## src/rtl/i2c_pkg.sv

```systemverilog
// Shared definitions for the I2C transaction sequencer: FSM state encoding,
// quarter-phase constants within one SCL bit, and the byte bit count.
package i2c_pkg;

  typedef enum logic [2:0] {
    ST_IDLE,
    ST_START,
    ST_ADDR,
    ST_ADDR_ACK,
    ST_DATA,
    ST_DATA_ACK,
    ST_STOP
  } state_t;

  // Quarter phases of one SCL bit period
  localparam logic [1:0] PH_Q0 = 2'd0;  // SCL low, SDA may change
  localparam logic [1:0] PH_Q1 = 2'd1;  // SCL released (rising)
  localparam logic [1:0] PH_Q2 = 2'd2;  // SCL high, SDA sampled at end
  localparam logic [1:0] PH_Q3 = 2'd3;  // SCL pulled low (falling)

  localparam int unsigned BIT_COUNT = 8;
  localparam logic [2:0]  LAST_BIT  = 3'(BIT_COUNT - 1);

  // Bit of a byte transmitted MSB first, idx counts bits already sent
  function automatic logic msb_bit(input logic [7:0] b, input logic [2:0] idx);
    return b[3'd7 - idx];
  endfunction

endpackage

```

## src/rtl/i2c_bit_timer.sv

```systemverilog
// Quarter-bit tick generator for the I2C sequencer. Produces a one-cycle
// tick every CLK_DIV clocks and the 2-bit phase of the current quarter.
// With I2C_SEQ_CLK_STRETCH_EN defined, the counter freezes in Q1 while the
// sampled SCL line is still low (slave clock stretching).
module i2c_bit_timer
  import i2c_pkg::*;
#(
  parameter int unsigned CLK_DIV = 250
) (
  input  logic       clk,
  input  logic       rst,
  input  logic       run,
  input  logic       scl_i,
  output logic       tick,
  output logic [1:0] phase
);

  logic [15:0] cnt;
  logic        hold;

`ifdef I2C_SEQ_CLK_STRETCH_EN
  assign hold = run && (phase == PH_Q1) && !scl_i;
`else
  logic stretch_unused;
  assign stretch_unused = scl_i;
  assign hold = 1'b0;
`endif

  assign tick = run && !hold && (cnt == 16'(CLK_DIV - 1));

  // Divider counter and quarter-phase register; parked at zero when idle
  always_ff @(posedge clk or posedge rst) begin
    if (rst) begin
      cnt   <= '0;
      phase <= PH_Q0;
    end else if (!run) begin
      cnt   <= '0;
      phase <= PH_Q0;
    end else if (!hold) begin
      if (tick) begin
        cnt   <= '0;
        phase <= phase + 2'd1;
      end else begin
        cnt <= cnt + 16'd1;
      end
    end
  end

endmodule

```

## src/rtl/i2c_txn_sequencer.sv

```systemverilog
// Two-requester I2C master: round-robin arbitration, then one single-byte
// write or read transaction (START, address, ACK, data, ACK/NACK, STOP).
// Optional macro I2C_SEQ_CLK_STRETCH_EN enables slave clock stretching.
module i2c_txn_sequencer
  import i2c_pkg::*;
#(
  parameter int unsigned CLK_DIV = 250
) (
  input  logic        clk,
  input  logic        rst,
  input  logic [1:0]  req_valid,
  input  logic [13:0] req_addr,
  input  logic [1:0]  req_rw,
  input  logic [15:0] req_wdata,
  output logic [1:0]  grant,
  output logic [1:0]  done,
  output logic        nack,
  output logic [7:0]  rdata,
  output logic        busy,
  output logic        scl_o,
  input  logic        scl_i,
  output logic        sda_oe,
  input  logic        sda_i
);

  state_t     state, state_next;
  logic       tick;
  logic [1:0] phase;
  logic       timer_run;
  logic       bit_end, sample_pt, last_bit, bit_scl;
  logic [2:0] bit_cnt;
  logic [7:0] addr_byte, wdata_byte, rx_shift;
  logic       rw;
  logic       last_served;
  logic       sel;

  assign timer_run = (state != ST_IDLE);
  assign busy      = (state != ST_IDLE);
  assign bit_end   = tick && (phase == PH_Q3);
  assign sample_pt = tick && (phase == PH_Q2);
  assign last_bit  = (bit_cnt == LAST_BIT);
  assign bit_scl   = (phase == PH_Q1) || (phase == PH_Q2);

  i2c_bit_timer #(.CLK_DIV(CLK_DIV)) u_timer (
    .clk   (clk),
    .rst   (rst),
    .run   (timer_run),
    .scl_i (scl_i),
    .tick  (tick),
    .phase (phase)
  );

  // Round-robin pick: with both requesting, favour the one not served last
  always_comb begin
    if (req_valid == 2'b11) sel = ~last_served;
    else                    sel = req_valid[1];
  end

  // FSM state register
  always_ff @(posedge clk or posedge rst) begin
    if (rst) state <= ST_IDLE;
    else     state <= state_next;
  end

  // Next-state logic; every bus state advances at the end of a bit (Q3 tick)
  always_comb begin
    state_next = state;
    unique case (state)
      ST_IDLE:     if (req_valid != '0)       state_next = ST_START;
      ST_START:    if (bit_end)               state_next = ST_ADDR;
      ST_ADDR:     if (bit_end && last_bit)   state_next = ST_ADDR_ACK;
      ST_ADDR_ACK: if (bit_end)               state_next = nack ? ST_STOP : ST_DATA;
      ST_DATA:     if (bit_end && last_bit)   state_next = ST_DATA_ACK;
      ST_DATA_ACK: if (bit_end)               state_next = ST_STOP;
      ST_STOP:     if (bit_end)               state_next = ST_IDLE;
      default:                                state_next = ST_IDLE;
    endcase
  end

  // Bus line drive decoded from state and quarter phase
  always_comb begin
    scl_o  = 1'b1;
    sda_oe = 1'b0;
    unique case (state)
      ST_START: begin
        scl_o  = (phase != PH_Q3);
        sda_oe = (phase != PH_Q0);
      end
      ST_ADDR: begin
        scl_o  = bit_scl;
        sda_oe = ~msb_bit(addr_byte, bit_cnt);
      end
      ST_DATA: begin
        scl_o  = bit_scl;
        sda_oe = !rw && ~msb_bit(wdata_byte, bit_cnt);
      end
      ST_ADDR_ACK, ST_DATA_ACK: begin
        scl_o  = bit_scl;
      end
      ST_STOP: begin
        scl_o  = (phase != PH_Q0);
        sda_oe = (phase != PH_Q3);
      end
      default: begin
        scl_o  = 1'b1;
        sda_oe = 1'b0;
      end
    endcase
  end

  // Transaction latch, bit counter, ACK/read sampling and completion handshake
  always_ff @(posedge clk or posedge rst) begin
    if (rst) begin
      grant       <= '0;
      done        <= '0;
      nack        <= 1'b0;
      rdata       <= '0;
      bit_cnt     <= '0;
      addr_byte   <= '0;
      wdata_byte  <= '0;
      rx_shift    <= '0;
      rw          <= 1'b0;
      last_served <= 1'b1;
    end else begin
      done <= '0;

      if (state == ST_IDLE && state_next == ST_START) begin
        grant      <= sel ? 2'b10 : 2'b01;
        addr_byte  <= {(sel ? req_addr[13:7] : req_addr[6:0]), req_rw[sel]};
        wdata_byte <= sel ? req_wdata[15:8] : req_wdata[7:0];
        rw         <= req_rw[sel];
        nack       <= 1'b0;
        bit_cnt    <= '0;
      end

      if (bit_end && (state == ST_ADDR || state == ST_DATA))
        bit_cnt <= last_bit ? '0 : bit_cnt + 3'd1;

      if (sample_pt) begin
        if (state == ST_ADDR_ACK || (state == ST_DATA_ACK && !rw))
          nack <= sda_i;
        if (state == ST_DATA && rw) begin
          rx_shift <= {rx_shift[6:0], sda_i};
          if (last_bit) rdata <= {rx_shift[6:0], sda_i};
        end
      end

      if (state == ST_STOP && bit_end) begin
        done        <= grant;
        grant       <= '0;
        last_served <= grant[1];
      end
    end
  end

endmodule

```

## config.mk

```make
export PLATFORM = sky130hd
export DESIGN_NAME = i2c_txn_sequencer
export DESIGN_NICKNAME = d
export VERILOG_FILES = /design/src/rtl/i2c_pkg.sv /design/src/rtl/i2c_bit_timer.sv /design/src/rtl/i2c_txn_sequencer.sv
export SDC_FILE = /design/constraint.sdc
export NUM_CORES = 1
export LEC_CHECK = 0
export BUFFER_PORTS_ARGS = -buffer_cell sky130_fd_sc_hd__buf_4
export CAP_MARGIN = 20
export CELL_PAD_IN_SITES_DETAIL_PLACEMENT = 1
export CELL_PAD_IN_SITES_GLOBAL_PLACEMENT = 2
export CORE_MARGIN = 1.5
export CORE_UTILIZATION = 37
export CTS_BUF_LIST = sky130_fd_sc_hd__clkbuf_4
export DETAILED_ROUTE_END_ITERATION = 10
export HOLD_SLACK_MARGIN = 0.08
export PLACE_DENSITY_LB_ADDON = 0.1
export SLEW_MARGIN = 20
export SYNTH_ARGS = -nofsm -noshare
export SYNTH_HDL_FRONTEND = slang
export SYNTH_SLANG_ARGS = --single-unit
```

## constraint.sdc

```tcl
create_clock -name clk -period 3.3 [get_ports clk]
set_clock_uncertainty 0.15 [all_clocks]
set_input_delay 0.33 -clock clk [delete_from_list [all_inputs] [get_ports clk]]
set_output_delay 0.33 -clock clk [all_outputs]
set_load 0.01 [all_outputs]
```

* Word-level counts from Yosys, hierarchy flattened
Index checks and enable logic that the tools add are counted.
Word-level totals: flip-flop bits (word level) 62, bits of input ports 38, output and inout bits 16
Operators by class: bitwise gates (word level) 3, add/sub/neg operators 4, reductions and logical operators 23, $lt $le $gt $ge 2, equal/unequal tests 15, multiplexer cells 34
Operators with widths (number):
- 16-bit two-way mux | 2
- 3-bit two-way mux | 10
- 3-bit case mux with 7 select lines | 1
- 16-bit by 1-bit adder with 16-bit output (second input constant) | 1
- 16-bit by 8-bit equality test with 1-bit output (second input constant) | 1
- 2-bit two-way mux | 7
- 3-bit equality test (second input constant) | 4
- 1-bit logical AND | 10
- 1-bit two-way mux | 8
- 8-bit two-way mux | 1
- 2-bit nonzero test | 4
- 7-bit two-way mux | 1
- 1-bit binary-select mux with 3-bit select | 2
- 2-bit equality test (second input constant) | 3
- 3-bit by 1-bit equality test with 1-bit output (second input constant) | 2
- 3-bit by 2-bit equality test with 1-bit output (second input constant) | 2
- 3-bit by 4-bit less-than comparator with 1-bit output (second input constant) | 1
- 2-bit != test (second input constant) | 2
- 1-bit case mux with 4 select lines | 1
- 4-bit OR reduction | 1
- 3-bit by 1-bit adder with 3-bit output (second input constant) | 1
- 3-bit zero test | 1
- 1-bit logical OR | 3
- 1-bit inverter | 3
- other kinds (9) | 9

* Logic depth before layout (Yosys ltp)
depth after elaboration 11, depth in mapped cells 8, depth with buffers taken out 6

* Hierarchy
A second synthesis with hierarchy kept.
Unflattened totals: cell total of the unflattened synthesis 299, area total of the unflattened synthesis 3253.1 um^2
Modules (own cells, without submodules):
- i2c_txn_sequencer | times used 1, area each 2195.9 um^2, cells an instance 197
- i2c_bit_timer | times used 1, area each 1057.3 um^2, cells an instance 102

* Worst setup path before layout
OpenSTA, ideal clock, no wires.
path type register to output, from reg bit_cnt[0], to out sda_oe, path buffers 1, stages on the path, launching flop included 5, setup slack 885 ps, required time 2820 ps, arrival time 1935 ps, cells stage by stage dfrtp_1 clkbuf_1 mux4_2 mux2_2 o311ai_0
On the way: cells in the longest elaborated chain, start to end 6, elaborated cells on any way between the ends 9, classes of those cells 1 x add/sub; 5 x mux; 2 x bitwise; 1 x reduce/logical
Ends and longest elaborated chain:
- from (decl) | RTL line i2c_txn_sequencer.sv:31 | logic [2:0] bit_cnt;
- from (signal assigned) | RTL line i2c_txn_sequencer.sv:137 | bit_cnt <= last_bit ? '0 : bit_cnt + 3'd1;
- 3-bit subtractor (*) | RTL line i2c_pkg.sv:26 | return b[3'd7 - idx];
- 1-bit binary-select mux with 3-bit select | RTL line i2c_pkg.sv:26
- 1-bit two-way mux (not written as such) | RTL line i2c_pkg.sv:26
- 1-bit inverter | RTL line i2c_txn_sequencer.sv:95 | sda_oe = !rw && ~msb_bit(wdata_byte, bit_cnt);
- 1-bit logical AND | RTL line i2c_txn_sequencer.sv:95
- 1-bit case mux with 4 select lines (*) | RTL line i2c_txn_sequencer.sv:84 | unique case (state)
- to (decl) | RTL line i2c_txn_sequencer.sv:22 | output logic sda_oe,
Mark *: on every way between the ends. The rest lies on a longest branch, timed or not. The select of a mux whose other input is x is not followed.

* Final worst setup path
Same ends and word-level chain as after synthesis.

==> results by group <==
Drt
  • Iter 0 DRT Violations: between 50 and 60
  • Detail Route Antenna Nets: 0
  • Via count: approximately 2400
  • DR vias/cell: 5.06
  • TritonRoute pass-1 iters: 4
  • Routed len/inst: 15.1 um
  • DRC: 0
  • Post-Route WL: 7260 um

Worst setup path
  • CP peak stage delay: 0.60 ns
  • Critical-path cell list: mux4_2, mux2_2, o311ai_0, buf_4
  • Setup crit end kind: output pin
  • CP Max Fanout: 9
  • WS Path Type: reg2out
  • Crit start category: flop
  • Reg2reg path depth: 4
  • Req. time, crit path: 2.82 ns
  • CP max-delay cell: dfrtp_1
  • CP Data Arrival Time: approximately 2.4 ns

Synthesis
  • Most frequent cells after synthesis: dfrtp_1 (60), nor2_1 (47), mux2_2 (20), mux2i_1 (20), a21oi_1 (19)
  • Syn Nets: 338
  • Area contributors post-synth: dfrtp_1 (48%), mux2_2 (7.2%), mux2i_1 (6.4%), nor2_1 (5.7%), xnor2_1 (3.4%)
  • Post-synthesis mux area share: 16.2%
  • Synth Area in XOR/XNOR: 4.49%
  • Post-synth EDFFs: 0
  • Avg Cell Area, Syn: between 10 and 15 sq um
  • YS warnings: 0
  • Post-synthesis register bit count: 61
  • Most common cell in the netlist: dfrtp_1
  • Post-Syn Instances: 293
  • Largest family of logic cells by synthesized area: simple AND/OR/NAND/NOR gates
  • Top_reg_cell synth: dfrtp_1
  • Area leader, netlist: dfrtp_1
  • Simple-Gate Fraction of Synth Area: a little under a fifth
  • Post-synth ARST share: 100%
  • Post-synthesis sequential area ratio: between 40% and 50%
  • Synth Cell Area: 3120 sq um
  • Share of the synthesized area in the top cell type: 48.1%
  • Post-synthesis compound-gate area fraction: around 5.9%
  • Adder-cell share of the synthesized area: between 2 and 3%
  • Distinct cells, synth: 47

Layout
  • Area grow syn2layout: 28.8%
  • Final nets: around 420
  • Number of diodes: 0
  • Core Util, Final: 49.1%
  • Cell Count, Final, Fillers Out: 481
  • Share of cells above drive strength 1: 28.7%

Global routing
  • Vias in the first global route: 2516
  • GRT overflow: 0
  • Global-route wire length before repair: 12200 um
  • Total track usage: 18.0%
  • Initial antenna violation count: 0
  • Largest net degree at the start of global routing: 38

Placement
  • PortBufs: 52
  • Final Wtd Congestion: 0.754
  • Post-Place Worst Slack: 0.690 ns
  • Hpwl dp: 5020 um
  • Inst Count DP: about 440

Power
  • Worst IR Drop VDD: 0.190 mV
  • Pwr/cell area: roughly 450 nW/um^2
  • Final Total Pwr: 0.00182 W
  • Leak: ~1.8 nW

Clock network
  • Post-CTS sizing: 0
  • Sink Count: 61
  • Setup bufs post-CTS: 0
  • TritonCTS Buffers: 9
  • Clock-pin slew on the worst setup and hold paths: 0.11 ns
  • CTS H-tree depth: 3
  • Largest buffer count on any clock path: 2
  • Later-pin clock latency in the skew report: 0.40 ns
  • CTS tree: built
  • CTS root buf: clkbuf_4

Floorplanning
  • Die Area: between 8000 and 9000 sq um
  • Die Wd: 94.8 um
  • Core area: 8180 sq um
  • Io pins: 54
  • FP Rows: 33
  • DIE HEIGHT: roughly 95 um
  • Initial core utilization: 38.2%

STA
  • Endpoints failing setup: 0
  • TNS Setup: 0 ns
  • Final worst-path cycle share: 87.2%
  • RSZ-0062 raised after global routing: no
  • Slew @ Worst Pin: ~0.77 ns
  • Setup slack after layout: 0.424 ns
  • Max-slew violation count: 0
  • Endpoints failing hold: 0
  • Rel. slew slack: 48.8%
  • Fmax: between 0.3 and 0.4 GHz
  • Min cycle time layout: 2.88 ns

Worst hold path
  • Hold depth: 3
  • Min-delay worst type: in2reg

Run
  • Max Cap Viol: 0

Status
  • Outcome: complete, no violations
[worst max-delay path: cells and delay by family (launching register included)]
family | cells | cell delay, ns
AOI/OAI and AO/OA | 1 | 0.37
buffers and inverters | 1 | 0.20
DFF | 1 | 0.60
muxes | 2 | 0.83
[routing by layer]
metal  part of all wire, %  GRT usage, %  up-vias
met5                     0             0        -
met3                   3.8          4.35        9
met4                   1.5          7.71        0
li1                      -             -     1179
met1                    46          23.4     1200
met2                    49          28.3       45
[path summary, 6_finish.rpt]
path / slack (ns) / to / start
max in group asynchronous: 1.77 / last_served / rst
worst min register to register: 0.37 / rdata[7] / rx_shift[6]
min in group asynchronous: 0.46 / rx_shift[3] / rst
worst max register to register: 0.69 / rdata[2] / state[2]
worst min-delay path: 0.10 / addr_byte[3] / req_addr[2]
worst max-delay path: 0.42 / sda_oe / bit_cnt[0]
[registers in the layout, summed over array words and instances (netlist names)]
register and count:
nack 1, rdata 8, bit_cnt 3, done 2, grant 2, u_timer.cnt 16, wdata_byte 8, addr_byte 8
u_timer.phase 2, rx_shift 7, state 3, last_served 1
[per-stage QoR]
step	area, sq um	hold WS (ns)
floorplan	3120	0.325
finish	4020	0.104
detailed placement	3630	0.345
CTS	4020	0.0825
global route	4020	0.0851
global placement	3630	0.338
[power by group]
part	total (W)	switching (W)	internal (W)
registers	0.000948	0.0000985	0.000849
clock network	0.000529	0.000296	0.000233
logic	0.000346	0.000154	0.000192
[logic make-up after synthesis]
group	Yosys count
buffers and inverters	24
xor gates and xnor gates	16
adders and majority gates	7
muxes	44
AOI/OAI and AO/OA	32
and+or+nand+nor	109
DFF	61
[layout make-up]
class | instances | area [sq um]
multi-input cells | 208 | 1490
flip-flops and latches | 61 | 1530
fillers | 916 | 4160
clock buffers | 9 | 67.6
well taps | 105 | 131
inverters | 9 | 33.8
clock inverters | 7 | 73.8
repair buffers | 82 | 688
[what timing repair did]
item,CTS,global route
hold buffers,24,0
setup endpoints to repair,0,0
hold endpoints to repair,49,0
[cell usage in the layout, fill, tap and decap left out, drive strengths merged, types with 6 or more instances in the layout]
| cell type | n |
|---|---|
| nor4 | 6 |
| dlygate4sd3 | 24 |
| nand4 | 6 |
| nand3 | 9 |
| buf | 58 |
| dfrtp | 60 |
| nor2 | 47 |
| a21oi | 19 |
| clkbuf | 9 |
| ha | 7 |
| nand2 | 10 |
| mux2 | 21 |
| mux2i | 20 |
| xnor2 | 12 |
| nand2b | 6 |
| inv | 10 |
(Power assumes the default switching activity.)
